## src/rtl/adder_arbiter_pkg.sv

```systemverilog
`default_nettype none
// ============================================================================
//  Module   : adder_arbiter_pkg
//  Purpose  : Shared helpers for the adder_arbiter block: word-length and
//             index-width derivation plus the round-robin pointer wrap.
//  Revision : 1.0  initial release
// ============================================================================
package adder_arbiter_pkg;

  // Larger of two word lengths; the exact sum needs one bit more than this.
  function automatic int max_f(input int a, input int b);
    return (a > b) ? a : b;
  endfunction

  // Ceiling log2 for small positive values (index width of a requester id).
  function automatic int clog2_f(input int v);
    int r;
    r = 0;
    for (int i = 0; i < 31; i++) begin
      if ((1 << i) < v) begin
        r = i + 1;
      end
    end
    return r;
  endfunction

  // Next round-robin start position after index idx was served.
  function automatic int wrap_inc(input int idx, input int n);
    return (idx >= n - 1) ? 0 : idx + 1;
  endfunction

endpackage
`default_nettype wire

```

## src/rtl/adder_arbiter_rr_grant.sv

```systemverilog
`default_nettype none
// ============================================================================
//  Module   : adder_arbiter_rr_grant
//  Purpose  : rr_grant block. Purely combinational round-robin selector:
//             finds the first asserted valid bit searching upward from ptr_i,
//             wrapping modulo N_REQ. Returns one-hot grant, its index and an
//             "any" flag.
//  Revision : 1.0  initial release
// ============================================================================
module adder_arbiter_rr_grant
  import adder_arbiter_pkg::*;
#(
  parameter int N_REQ = 4,
  parameter int ID_W  = 2
) (
  input  logic [N_REQ-1:0] valid_i,
  input  logic [ID_W-1:0]  ptr_i,
  output logic [N_REQ-1:0] grant_o,
  output logic [ID_W-1:0]  idx_o,
  output logic             any_o
);

  // Candidate index examined at search offset k, folded back into range.
  function automatic int cand_idx(input int p, input int k);
    int s;
    s = p + k;
    return (s >= N_REQ) ? s - N_REQ : s;
  endfunction

  logic [ID_W-1:0] w_cand;

  // Walk the requesters from the pointer upward; the first valid one wins.
  always_comb begin
    grant_o = '0;
    idx_o   = '0;
    any_o   = 1'b0;
    w_cand  = '0;
    for (int k = 0; k < N_REQ; k++) begin
      w_cand = ID_W'(cand_idx(int'(ptr_i), k));
      if (!any_o && valid_i[w_cand]) begin
        any_o           = 1'b1;
        idx_o           = w_cand;
        grant_o[w_cand] = 1'b1;
      end
    end
  end

endmodule
`default_nettype wire

```

## src/rtl/adder_arbiter.sv

```systemverilog
`default_nettype none
// ============================================================================
//  Module   : adder_arbiter
//  Purpose  : N_REQ requesters each offer a signed operand pair (A, B). A
//             round-robin arbiter accepts one pair per cycle into an operand
//             register (stage 1); stage 2 holds the exact sign-extended sum
//             and the owner id behind a valid/ready result port.
//             Two-cycle latency, one result per cycle, full backpressure.
//  Revision : 1.0  initial release
// ============================================================================
module adder_arbiter
  import adder_arbiter_pkg::*;
#(
  parameter  int WL_A   = 4,
  parameter  int WL_B   = 5,
  parameter  int N_REQ  = 4,
  localparam int WL_OUT = max_f(WL_A, WL_B) + 1,
  localparam int ID_W   = clog2_f(N_REQ)
) (
  input  logic                    clk_i,
  input  logic                    rst_i,
  input  logic [N_REQ-1:0]        req_valid_i,
  output logic [N_REQ-1:0]        req_ready_o,
  input  logic [N_REQ*WL_A-1:0]   req_a_i,
  input  logic [N_REQ*WL_B-1:0]   req_b_i,
  output logic                    res_valid_o,
  input  logic                    res_ready_i,
  output logic [WL_OUT-1:0]       res_sum_o,
  output logic [ID_W-1:0]         res_id_o
);

  localparam int C_EXT_A = WL_OUT - WL_A;
  localparam int C_EXT_B = WL_OUT - WL_B;

  // Arbitration
  logic [ID_W-1:0]   rr_ptr_q, rr_ptr_d;
  logic [N_REQ-1:0]  w_grant;
  logic [ID_W-1:0]   w_grant_idx;
  logic              w_grant_any;

  // Stage 1: operand register
  logic              s1_valid_q, s1_valid_d;
  logic [WL_A-1:0]   s1_a_q, s1_a_d;
  logic [WL_B-1:0]   s1_b_q, s1_b_d;
  logic [ID_W-1:0]   s1_id_q, s1_id_d;

  // Stage 2: result register
  logic              res_valid_q, res_valid_d;
  logic [WL_OUT-1:0] res_sum_q, res_sum_d;
  logic [ID_W-1:0]   res_id_q, res_id_d;

  // Pipeline control and datapath wires
  logic              w_s1_adv;
  logic              w_s1_room;
  logic              w_accept;
  logic [WL_A-1:0]   w_sel_a;
  logic [WL_B-1:0]   w_sel_b;
  logic [WL_OUT-1:0] w_ext_a;
  logic [WL_OUT-1:0] w_ext_b;
  logic [WL_OUT-1:0] w_sum;

  adder_arbiter_rr_grant #(
    .N_REQ (N_REQ),
    .ID_W  (ID_W)
  ) u_rr_grant (
    .valid_i (req_valid_i),
    .ptr_i   (rr_ptr_q),
    .grant_o (w_grant),
    .idx_o   (w_grant_idx),
    .any_o   (w_grant_any)
  );

  // Stage 1 moves forward when the result slot is free or being drained;
  // it can take a new pair when empty or moving forward this same cycle.
  // Reset blocks the handshake so nothing is accepted while it is asserted.
  always_comb begin
    w_s1_adv    = s1_valid_q && (!res_valid_q || res_ready_i);
    w_s1_room   = !s1_valid_q || w_s1_adv;
    w_accept    = w_grant_any && w_s1_room && !rst_i;
    req_ready_o = w_accept ? w_grant : '0;
  end

  // Route the granted requester's operands to stage 1.
  always_comb begin
    w_sel_a = '0;
    w_sel_b = '0;
    for (int i = 0; i < N_REQ; i++) begin
      if (w_grant_idx == ID_W'(i)) begin
        w_sel_a = req_a_i[i*WL_A +: WL_A];
        w_sel_b = req_b_i[i*WL_B +: WL_B];
      end
    end
  end

  // Exact sum: both operands sign-extended to the result width, so the
  // addition can never overflow.
  always_comb begin
    w_ext_a = {{C_EXT_A{s1_a_q[WL_A-1]}}, s1_a_q};
    w_ext_b = {{C_EXT_B{s1_b_q[WL_B-1]}}, s1_b_q};
    w_sum   = w_ext_a + w_ext_b;
  end

  // Round-robin pointer moves past the winner only on a real acceptance.
  always_comb begin
    rr_ptr_d = rr_ptr_q;
    if (w_accept) begin
      rr_ptr_d = ID_W'(wrap_inc(int'(w_grant_idx), N_REQ));
    end
  end

  // Stage 1 next state: load on acceptance, empty when it hands off.
  always_comb begin
    s1_valid_d = s1_valid_q;
    s1_a_d     = s1_a_q;
    s1_b_d     = s1_b_q;
    s1_id_d    = s1_id_q;
    if (w_accept) begin
      s1_valid_d = 1'b1;
      s1_a_d     = w_sel_a;
      s1_b_d     = w_sel_b;
      s1_id_d    = w_grant_idx;
    end else if (w_s1_adv) begin
      s1_valid_d = 1'b0;
    end
  end

  // Stage 2 next state: load from stage 1, otherwise drop valid once the
  // consumer takes the result; held unchanged while stalled.
  always_comb begin
    res_valid_d = res_valid_q;
    res_sum_d   = res_sum_q;
    res_id_d    = res_id_q;
    if (w_s1_adv) begin
      res_valid_d = 1'b1;
      res_sum_d   = w_sum;
      res_id_d    = s1_id_q;
    end else if (res_ready_i) begin
      res_valid_d = 1'b0;
    end
  end

  // Pipeline and pointer registers; reset clears everything in flight.
  always_ff @(posedge clk_i or posedge rst_i) begin
    if (rst_i) begin
      rr_ptr_q    <= '0;
      s1_valid_q  <= 1'b0;
      s1_a_q      <= '0;
      s1_b_q      <= '0;
      s1_id_q     <= '0;
      res_valid_q <= 1'b0;
      res_sum_q   <= '0;
      res_id_q    <= '0;
    end else begin
      rr_ptr_q    <= rr_ptr_d;
      s1_valid_q  <= s1_valid_d;
      s1_a_q      <= s1_a_d;
      s1_b_q      <= s1_b_d;
      s1_id_q     <= s1_id_d;
      res_valid_q <= res_valid_d;
      res_sum_q   <= res_sum_d;
      res_id_q    <= res_id_d;
    end
  end

  assign res_valid_o = res_valid_q;
  assign res_sum_o   = res_sum_q;
  assign res_id_o    = res_id_q;

endmodule
`default_nettype wire

```

## config.mk

```make
export PLATFORM = sky130hd
export DESIGN_NAME = adder_arbiter
export DESIGN_NICKNAME = d
export VERILOG_FILES = /design/src/rtl/adder_arbiter_pkg.sv /design/src/rtl/adder_arbiter_rr_grant.sv /design/src/rtl/adder_arbiter.sv
export SDC_FILE = /design/constraint.sdc
export NUM_CORES = 1
export LEC_CHECK = 0
export CAP_MARGIN = 25
export CORE_ASPECT_RATIO = 0.9
export CORE_MARGIN = 8
export CORE_UTILIZATION = 36
export DETAILED_ROUTE_END_ITERATION = 7
export PLACE_DENSITY = 0.7
export SLEW_MARGIN = 0
export SYNTH_ARGS = -nofsm -noshare
export SYNTH_HDL_FRONTEND = slang
export SYNTH_HIERARCHICAL = 1
export SYNTH_SLANG_ARGS = --single-unit
```

## constraint.sdc

```tcl
create_clock -name clk_i -period 2.9 [get_ports clk_i]
set_input_delay 0.29 -clock clk_i [delete_from_list [all_inputs] [get_ports clk_i]]
set_output_delay 0.29 -clock clk_i [all_outputs]
set_load 0.1 [all_outputs]
```

==> results of run 1 <==
-- what timing repair did --
item,in CTS,in global routing
buffers inserted,5,6
setup endpoints to repair,13,13
gates resized for setup,7,11
hold endpoints to repair,0,0
pin swaps,2,8
-- layout by cell type (no fill, tap or decap), types with 6 or more instances in the layout --
cell	Yosys	layout
dfrtp_1	23	21
a31oi_2	7	7
a221oi_2	7	8
o21ai_0	7	6
a211o_1	8	8
nand2_1	17	17
mux2_1	8	8
nor2_1	15	14
ha_1	14	9
inv_1	16	12
clkdlybuf4s50_1	0	42
buf_4	3	37
a22oi_1	9	9
-- state kept, by name, indices dropped and copies added, names as in the netlist --
register     cells
s1_b_q           5
s1_a_q           4
res_sum_o        6
res_valid_o      1
res_id_o         2
s1_id_q          2
s1_valid_q       1
rr_ptr_q         2
-- final cells by class --
type,count,area (um2),area share
Inverter,16,62.6,0.0217
Sequential cell,23,578,0.201
Timing Repair Buffer,86,812,0.282
Clock buffer,3,41.3,0.0143
Clock inverter,1,5.00,0.00174
Multi-Input combinational cell,137,1300,0.451
Tap cell,67,83.8,0.0291
-- cell usage after synthesis (2+ instances only) --
cell type	n
buf_2	4
mux4_1	2
inv_1	16
nor2_1	15
dfrtp_1	23
a211o_1	8
a22oi_1	9
buf_6	4
mux4_2	2
mux2_1	8
a21oi_1	5
nand2b_1	4
a31oi_2	7
mux2_2	2
buf_4	3
o31ai_1	2
ha_1	14
nand2_1	17
o21ai_0	7
a221oi_2	7
and2_1	4
mux2i_1	2
-- per-stage QoR --
step                area (um2)  TNS (ns)  setup slack [ns]
detailed placement        2690     -2.96            -0.349
global route              2880   -0.0279           -0.0132
CTS                       2800         0            0.0334
finish                    2880         0            0.0665
global placement          2690     -2.17            -0.274
floorplan                 2000    -0.169           -0.0358
-- layer usage --
metal,share of wire,routed length (um)
met1,0.48,2330
met2,0.45,2210
met3,0.067,330
met4,0.0047,23
met5,0,0
-- worst max-delay path by stage --
stage                   startpoint  cells after the start  slack, ns   endpoint
floorplan              rr_ptr_q[0]                     15      -0.04  s1_b_q[0]
global placement    req_valid_i[2]                     11      -0.27  s1_b_q[0]
detailed placement  req_valid_i[0]                     11      -0.35  s1_b_q[0]
CTS                    rr_ptr_q[1]                     11       0.03  s1_b_q[0]
global route           rr_ptr_q[1]                     12      -0.01  s1_b_q[4]
finish                 rr_ptr_q[0]                     12       0.07  s1_b_q[4]
-- worst reg2reg max path, delay by kind of cell, from the launching register on --
kind | cells | cell delay [ns]
AO/OA/AOI/OAI | 4 | 0.62
flip-flops | 1 | 0.46
adder cells (fa/ha/maj) | 1 | 0.17
AND/OR/NAND/NOR | 3 | 0.45
buffers and inverters | 3 | 0.48
multiplexers | 1 | 0.60
-- cell families (layout without fill, tap and decap cells) --
logic type	after synthesis	after routing
AND/OR/NAND/NOR	49	49
buffers and inverters	28	106
adder cells (fa/ha/maj)	15	15
multiplexers	16	16
XOR/XNOR	2	2
AO/OA/AOI/OAI	55	55
flip-flops	23	23
==> run summary, run 1 <==
The share of synthesized flip-flops with an asynchronous set or reset came out at 1.00. The ratio of final minimum period to clock period came out at 0.977. The critical path in this run is classified as reg -> reg. STA classifies the critical path startpoint as a register. The width of the chip came out at 93.0 um.

The CTS buffer count is 3. The filler-free cell count of the finished design is 333. Ranked by total cell area, the synthesized netlist is headed by dfrtp_1 30%, ha_1 9.1%, a221oi_2 5.5%, mux2_1 4.7%, a31oi_2 4.6%. In this run the critical register-to-register path is launched from rr_ptr_q[0]. In this run the deepest clock path goes through 2 buffers.

The global-route wire length before repair came out at 7.88 mm. The prevailing post-synth register cell is dfrtp_1. The initial utilization of the core area, before any placement, comes to 0.370. The H-tree depth reported by CTS came out at 1. The met1 track demand over resource in global routing came out at 0.168.

The met3 usage in global routing came out at 0.0317. The number of cells on the worst reg-to-reg path is 12. The port buffer count is 55. Setup repair after global routing could not meet its margin everywhere. The global route total overflow came out at 0. The area share of and/or/nand/nor cells after synthesis came out at 0.136. Across all hold checks on the routed design, the worst slack comes to 0.396 ns. The count of max-cap constraint violations came out at 0. Of the total synthesized cell area, the portion taken by full adders, half adders and majority gates is 0.102. The count of hold buffers inserted by post-cts repair is 0. The maximum number of pins on one net before global-route repair came out at 24. TritonCTS built the clock tree.

The synthesized design contains 0 enable-type register cells. The proportion of synthesized chip area in sequential cells came out at 0.300. The average vias per placed instance is 5.02.

The netlist area before placement came out at 1920 um2. The run finished with clean final reports. On the final layout, the worst clock skew is 0.00222 ns. In the routed design, unresolved DRC markers number 0. Synthesis produced a netlist whose cell count is 188. Setup violations remaining at the end of the flow were counted as 0. The post-route minimum period is 2.83 ns.

The net count of the finished layout is 325. The final standard cell utilization of the core is 0.555. The worst pin sits at a relative slew slack of 0.766.

The proportion of layout cells with a drive suffix above 1 came out at 0.350. The synthesized-area fraction occupied by ao, oa, aoi and oai cells was 0.255. The source-to-sink clock delay at the later pin of the worst-skew pair came out at 0.27 ns. The die covers 7930 um2. The biggest area contributor in the post-synthesis netlist is dfrtp_1. The final number of max-transition violations is 0.

The first-pass iteration count of the detailed router is 5. Traced cell by cell, the critical path runs through buf_4, mux4_1, nor2b_2, nor2_2, o31ai_4, buf_4, ha_4, nor2b_4, buf_6, a221oi_2, a211o_1, a31oi_2. Data arrives at the worst endpoint at 3.03 ns. The slowest stage of the critical path is the mux4_1 cell. The tightest min-delay check is of the in -> async type. The slew at the pin closest to its max-slew limit is 0.350 ns. The CTS sink count came out at 23. The violation count after the first detailed-route iteration is 120.

The final antenna-violating net count came out at 0. The number of placed instances, taps included came out at 318. The tree is rooted in a clkbuf_8. A synthesized cell averages 10.2 um2.

The count of synthesis-stage warnings from yosys came out at 6. The routed layout has 1,670 vias. The clock input transition at the sequential cells of the worst setup and hold paths is 0.09 ns. Among the stages of the critical path, the cell type that occurs most often is buf_4. The repair_antennas step left the layout with diodes totalling 0. The flop-to-flop setup slack is 0.07 ns. The standard-cell row count came out at 25. The parity-gate share of the synthesized area counting xor and xnor cells came out at 0.00912.

The congestion estimate from routability-driven global placement came to 0.822. The critical path's top delay family is compound AO/OA/AOI/OAI gates. The overall routed net length came out at 4.89 mm. After global routing, the most crowded layer is met2. The global router's overall resource usage is 0.119. By area, the combinational part of the netlist is dominated by compound AO/OA/AOI/OAI gates.

The endpoint of the most critical register-to-register path is s1_b_q[4]. The estimated wirelength of the detail-placed design came out at 3.83 mm. From synthesis to final layout, the design area changed by 50.0%. The category of the worst setup path capture point is a register.

The number of hold violations in the final report came out at 0. The maximum fanout encountered on the critical timing path is 6. The number of antenna violations at the first check in global routing was 0.

The required time at the worst-slack endpoint came out at 3.10 ns. Together, buffers and inverters on the worst path number 3. The average wire length per cell after detail routing is 14.7 um. The met2 track demand over resource came out at 0.177. Static timing analysis puts the maximum clock frequency at 353 MHz. The share of Yosys cell area claimed by the top area cell type came out at 0.300.

The via count of the first global-routing pass is 1,621. The final-layout fill cell count is 487. The number of placed I/O pins is 56.

The die span in y is 85.3 um. The standard cell core area came out at 5190 um2. The count of different cell masters after synthesis is 45. The synthesized design contains 23 register bits. The number of nets in the synthesized netlist is 246. The portion of synthesized area spent on multiplexers is 0.120.

On the worst path, the slowest cell contributes a delay of 0.59 ns.
Power of run 1 is not shown: default switching activity piles up to over one toggle a cycle in this logic, so the estimate is an artifact.
==> run 2, diff against run 1 <==
Settings changed: CORE_UTILIZATION 36 to 35, PLACE_DENSITY 0.7 to 0.68.
==> run 2 against run 1 <==
  * Final cell count up 0.30%
  * Non-clock buffer count up 1
  * Via count up 0.36%
  * Hold slack better by 0.086 ns
  * Setup slack worse by 0.022 ns
==> run summary, run 2 (synthesized netlist as in run 1, its figures left out) <==
The worst min-delay path category is reg -> reg (was in -> async). The kind of launch point of the worst setup path is an input port (was register). RSZ-0062 raised after global routing: true (unchanged).

The source-to-sink clock delay at the later pin of the worst-skew pair came out at 0.27 ns (about the same). The leading cell type in the layout, fill and taps excluded is clkdlybuf4s50_1 (unchanged). The placement-stage worst setup slack came out at -0.277 ns (was -0.349 ns). The average vias per placed instance came out at 5.02 (about the same). The via count of the first global-routing pass is 1,827 (was 1,621).

The TritonCTS clock tree was built (unchanged). The standard cell core area came to 5290 um2 (was 5190 um2). The path type of the worst setup path was in -> reg (was reg -> reg). The average wire length per cell after detail routing is 14.7 um (about the same). The required time at the worst-slack endpoint was 3.05 ns (was 3.10 ns). The CTS sink count is 23 (unchanged). The count of max-cap constraint violations is 0 (unchanged).

The relative slew slack was 0.416 (was 0.766). The final-layout fill cell count was 454 (was 487). The clock input transition at the sequential cells of the worst setup and hold paths is 0.09 ns (about the same). The flip-flop count of the largest register after layout is 6 (unchanged).

The number of placed instances, taps included is 323 (was 318). The global router's overall resource usage is 0.125 (was 0.119). The critical path's top delay family is compound AO/OA/AOI/OAI gates (unchanged).

The final number of max-transition violations is 0 (unchanged). The final antenna-violating net count is 0 (unchanged). The violation count after the first detailed-route iteration is 81 (was 120). The maximum buffer depth of the clock tree came out at 2 (unchanged). The final worst-path setup slack was 0.0444 ns (was 0.0665 ns). The port buffer count is 55 (unchanged). The die span in y is 86.3 um (was 85.3 um). The remaining design rule violation count is 0 (unchanged).

The final design area excluding fillers is 2940 um2 (was 2880 um2). The CTS buffer count was 3 (unchanged). The category of the worst setup path capture point was a register (unchanged). Series of cell instances along the critical path: clkdlybuf4s50_1, mux4_1, nor2b_1, nor2_1, o31ai_4, inv_2, ha_4, nor2b_4, buf_12, a221oi_2, a211o_1, a31oi_2 (was buf_4, mux4_1, nor2b_2, nor2_2, o31ai_4, buf_4, ha_4, nor2b_4, buf_6, a221oi_2, a211o_1, a31oi_2).

The number of hold violations in the final report is 0 (unchanged). Top library cells by usage in the layout, fill and taps aside: 42 x clkdlybuf4s50_1, 35 x buf_4, 21 x dfrtp_1 (was 42 x clkdlybuf4s50_1, 37 x buf_4, 21 x dfrtp_1). The ratio of final minimum period to clock period came to 0.985 (was 0.977). The final worst clock skew was 0.00582 ns (was 0.00222 ns). The number of placed I/O pins came out at 56 (unchanged). The post-route minimum period is 2.86 ns (was 2.83 ns).

The global-route wire length before repair came to 8.41 mm (was 7.88 mm). The count of hold buffers inserted by post-cts repair came to 0 (unchanged). The global route total overflow came out at 0 (unchanged). The standard-cell row count is 25 (unchanged). The proportion of layout cells with a drive suffix above 1 came to 0.345 (was 0.350). The slew at the pin closest to its max-slew limit came out at 0.875 ns (was 0.350 ns). The highest attainable clock frequency is 350 MHz (was 353 MHz). The width of the chip is 94.1 um (was 93.0 um). The buffer cell driving the clock tree root is clkbuf_8 (unchanged). The overall routed net length is 4.93 mm (was 4.89 mm). The largest incremental delay on the critical path was 0.68 ns (was 0.59 ns).

The number of antenna violations at the first check in global routing came to 0 (unchanged). The final weighted congestion in routability-driven placement came to 0.826 (was 0.822). The critical path's slowest cell was mux4_1 (unchanged). The number of endpoints failing setup at the final stage came out at 0 (unchanged). The overall die area came out at 8120 um2 (was 7930 um2). The H-tree depth reported by CTS is 1 (unchanged).

The estimated wirelength of the detail-placed design is 3.88 mm (was 3.83 mm). The number of buffers and inverters on the critical path is 3 (unchanged). Status: finished, final reports clean (unchanged). The maximum fanout encountered on the critical timing path was 5 (was 6). The net count of the finished layout is 326 (was 325). The maximum number of pins on one net before global-route repair came out at 24 (unchanged). The arrival time at the worst endpoint came out at 3.01 ns (was 3.03 ns). The overall via count from detail_route came to 1,676 (was 1,670). The first-pass iteration count of the detailed router is 4 (was 5). The filler-free cell count of the finished design is 334 (was 333). The initial standard-cell utilization of the core is 0.363 (was 0.370).

The post-detailed-placement cell area came to 2760 um2 (was 2690 um2). The antenna diode count came out at 0 (unchanged). The area growth from synthesis to layout is 53.1% (was 50.0%).
run 2: layout make-up:
| type | count | area, um2 | share of cell area |
|---|---|---|---|
| multi-input cells | 137 | 1310 | 0.446 |
| repair buffers | 87 | 857 | 0.291 |
| flip-flops and latches | 23 | 578 | 0.197 |
| well taps | 67 | 83.8 | 0.0285 |
| inverters | 16 | 62.6 | 0.0213 |
| clock buffers | 3 | 41.3 | 0.0140 |
| clock inverters | 1 | 5.00 | 0.00170 |
run 2: what timing repair did:
item / CTS / global route
pin swaps: 0 / 5
setup buffers: 4 / 3
setup endpoints to repair: 13 / 13
gates resized for setup: 3 / 14
run 2: worst min-delay path, cell delays in order, from the launching register on:
cell     delay (ns)
dfrtp_1        0.35
nand2_1        0.05
o31ai_1        0.05
run 2: worst paths after layout:
| check | from | endpoint | slack [ns] | cells past startpoint |
|---|---|---|---|---|
| setup / recovery | req_valid_i[0] | s1_b_q[2] | 0.04 | 12 |
| hold / removal | res_sum_o[3] | res_sum_o[3] | 0.48 | 2 |
| setup reg to reg | rr_ptr_q[0] | s1_b_q[2] | 0.06 | 14 |
| hold reg to reg | res_sum_o[3] | res_sum_o[3] | 0.48 | 2 |
| max in group asynchronous | rst_i | rr_ptr_q[0] | 1.74 | 2 |
| min in group asynchronous | rst_i | s1_valid_q | 0.55 | 2 |
run 2: layer usage:
layer	vias to the layer above	part of all wire	GRT usage
met2	38	0.45	0.197
met3	4	0.059	0.0311
met4	0	0.0063	0.0230
li1	847	-	-
met1	787	0.48	0.168
met5	-	0	0
run 2: stage by stage:
| step | util | setup TNS [ns] | hold WS (ns) |
|---|---|---|---|
| after global placement | 0.521 | -1.74 | 0.463 |
| final | 0.556 | 0 | 0.483 |
| after CTS | 0.540 | 0 | 0.490 |
| after detailed placement | 0.521 | -2.07 | 0.469 |
| after global routing | 0.556 | -0.819 | 0.509 |
| after floorplan | - | -0.169 | 0.292 |
Power of run 2 is left out for the same reason.
==> run 3, diff against run 2 <==
Settings changed: CORE_MARGIN 8 to not set, PLACE_DENSITY 0.68 to 0.62.
Clock period 2.9 ns to 3.5 ns, I/O delays scaled along.
==> run 3 against run 2 <==
  * Global-route usage up 2.5 points
  * Setup slack better by 0.20 ns
  * Register-to-register slack better by 0.29 ns
  * Hold slack worse by 0.00058 ns
  * Critical path depth down 3
  * Cell area down 9.7%
  * Count of clock-buffer cells in the layout unchanged
  * Routed wire length down 15%
  * Via count down 6.9%
  * Die area down 29%
  * Utilization down 5.1 points
  * First-iteration DRC count up 21%
==> run summary, run 3 (synthesized netlist as in run 1, its figures left out) <==
Top library cells by usage in the layout, fill and taps aside: 51 x clkdlybuf4s50_1, 23 x dfrtp_1, 17 x nand2_1 (was 42 x clkdlybuf4s50_1, 35 x buf_4, 21 x dfrtp_1). The source-to-sink clock delay at the later pin of the worst-skew pair was 0.26 ns (was 0.27 ns). The buffer cell driving the clock tree root is clkbuf_8 (unchanged). The count of max-cap constraint violations is 0 (unchanged).

The final standard cell utilization of the core is 0.505 (was 0.556). The overall via count from detail_route is 1,560 (was 1,676). The standard-cell row count is 25 (unchanged). The clock input transition at the sequential cells of the worst setup and hold paths was 0.09 ns (about the same). The global router's overall resource usage came out at 0.150 (was 0.125). The worst min-delay path category is reg -> reg (unchanged). The post-route minimum period is 3.26 ns. The width of the chip came to 80.1 um (was 94.1 um). The standard cell core area came out at 5260 um2 (was 5290 um2). The total negative slack came out at 0 ns (unchanged).

Status: finished, final reports clean (unchanged). The highest attainable clock frequency is 307 MHz. The first-pass iteration count of the detailed router is 4 (unchanged). The estimated wirelength of the detail-placed design is 3.36 mm (was 3.88 mm). The maximum fanout encountered on the critical timing path is 26 (was 5).

The CTS buffer count was 3 (unchanged). The final antenna-violating net count is 0 (unchanged). The violation count after the first detailed-route iteration is 98 (was 81). The final weighted congestion in routability-driven placement came out at 0.790 (was 0.826). The kind of launch point of the worst setup path is a register (was input port). The critical path's slowest cell is a21oi_4 (was mux4_1). The overall routed net length is 4.20 mm (was 4.93 mm). The leading cell type in the layout, fill and taps excluded is clkdlybuf4s50_1 (unchanged). The global-route wire length before repair is 6.90 mm (was 8.41 mm). The maximum number of pins on one net before global-route repair is 27 (was 24). The maximum buffer depth of the clock tree was 2 (unchanged). The initial standard-cell utilization of the core came out at 0.365 (was 0.363). The largest incremental delay on the critical path came out at 0.57 ns (was 0.68 ns). The path type of the worst setup path is reg -> out (was in -> reg).

The H-tree depth reported by CTS is 1 (unchanged). The worst reg2reg path depth came out at 13 (was 14). The number of antenna violations at the first check in global routing came out at 0 (unchanged). The end of the critical path was req_ready_o[1] (was s1_b_q[2]). The number of endpoints failing setup at the final stage was 0 (unchanged). The number of setup buffers added after CTS is 0 (was 4). The net count of the finished layout came out at 306 (was 326).

The final worst clock skew is 0.00635 ns (was 0.00582 ns). The final number of max-transition violations is 0 (unchanged). RSZ-0062 raised after global routing: false (was true). The port buffer count came out at 55 (unchanged).

The overall die area is 5790 um2 (was 8120 um2). The count of hold buffers inserted by post-cts repair came out at 0 (unchanged). The remaining design rule violation count is 0 (unchanged). The TritonCTS clock tree is built (unchanged). The flip-flop count of the largest register after layout is 6 (unchanged). The flop-to-flop setup slack is 0.35 ns (was 0.06 ns). The average vias per placed instance is 4.97 (was 5.02).

The ratio of final minimum period to clock period came out at 0.930. The critical register-to-register path startpoint is rr_ptr_q[0] (unchanged). The category of the worst setup path capture point is a primary output (was register).

The antenna diode count came to 0 (unchanged). The CTS sink count came out at 23 (unchanged). The arrival time at the worst endpoint came out at 2.91 ns (was 3.01 ns). The relative slew slack was 0.354 (was 0.416). The number of cells upsized or downsized after cts came out at 0 (was 3). The number of stages on the worst hold path was 2 (unchanged). The global route total overflow is 0 (unchanged).

The number of hold violations in the final report came out at 0 (unchanged). The number of cells on the critical path came out at 9 (was 12). The slew at the pin closest to its max-slew limit came out at 0.965 ns (was 0.875 ns). The via count of the first global-routing pass is 1,495 (was 1,827). The critical path's top delay family is simple AND/OR/NAND/NOR gates (was compound AO/OA/AOI/OAI gates). The number of buffers and inverters on the critical path is 2 (was 3). The area growth from synthesis to layout is 38.2% (was 53.1%).

The endpoint of the most critical register-to-register path is s1_a_q[1] (was s1_b_q[2]). The source of the critical timing path is rr_ptr_q[0] (was req_valid_i[0]). The proportion of layout cells with a drive suffix above 1 came out at 0.178 (was 0.345).

The die span in y came to 72.3 um (was 86.3 um). Series of cell instances along the critical path: inv_1, ha_1, mux4_2, nor3_1, nand2b_1, nand2b_4, a21oi_4, and2_1, buf_12 (was clkdlybuf4s50_1, mux4_1, nor2b_1, nor2_1, o31ai_4, inv_2, ha_4, nor2b_4, buf_12, a221oi_2, a211o_1, a31oi_2). The final-layout fill cell count came out at 491 (was 454).

The required time at the worst-slack endpoint came to 3.15 ns (was 3.05 ns). The average wire length per cell after detail routing was 13.4 um (was 14.7 um). The number of placed I/O pins is 56 (unchanged).
==> run 3: changes by cell type in the layout (fill, tap and decap cells not counted), sizes merged <==
| cell | previous run | this run |
|---|---|---|
| clkinv | 1 | 0 |
| clkinvlp | 0 | 1 |
| buf | 45 | 16 |
| clkdlybuf4s50 | 42 | 51 |
==> run 3: metal layers <==
metal,vias up,share of wire,track usage
met3,2,0.031,0.0151
li1,802,-,-
met1,722,0.51,0.223
met5,-,0,0
met4,0,0.0045,0.0298
met2,34,0.45,0.236
==> run 3: how the worst min path moves through the flow <==
stage                             from            to  slack, ns
final                     res_sum_o[3]  res_sum_o[3]       0.48
after global routing      res_sum_o[3]  res_sum_o[3]       0.50
after CTS                 res_sum_o[3]  res_sum_o[3]       0.49
after detailed placement  res_sum_o[3]  res_sum_o[3]       0.47
after global placement    res_sum_o[2]  res_sum_o[2]       0.46
after floorplan                  rst_i   res_id_o[0]       0.35
==> run 3: final cells by class <==
cell class,count,area (um2),share of cell area
inverters,16,60.1,0.0226
well taps,67,83.8,0.0316
clock buffers,3,41.3,0.0156
repair buffers,67,693,0.261
clock inverters,1,7.51,0.00283
multi-input cells,137,1190,0.450
flip-flops and latches,23,576,0.217
==> run 3: through the flow <==
stage	setup WS (ns)	cell area [um2]	hold slack [ns]	std cells
finish	0.245	2660	0.482	314
global route	0.0249	2660	0.502	314
CTS	0.208	2660	0.490	314
detailed placement	0.182	2610	0.471	310
global placement	0.214	2610	0.460	310
floorplan	0.422	1920	0.352	188
==> run 3: worst min-delay path: stages, from the launching register on <==
cell	delay [ns]
dfrtp_1	0.35
nand2_1	0.05
o31ai_1	0.05
Power of run 3 is left out for the same reason.
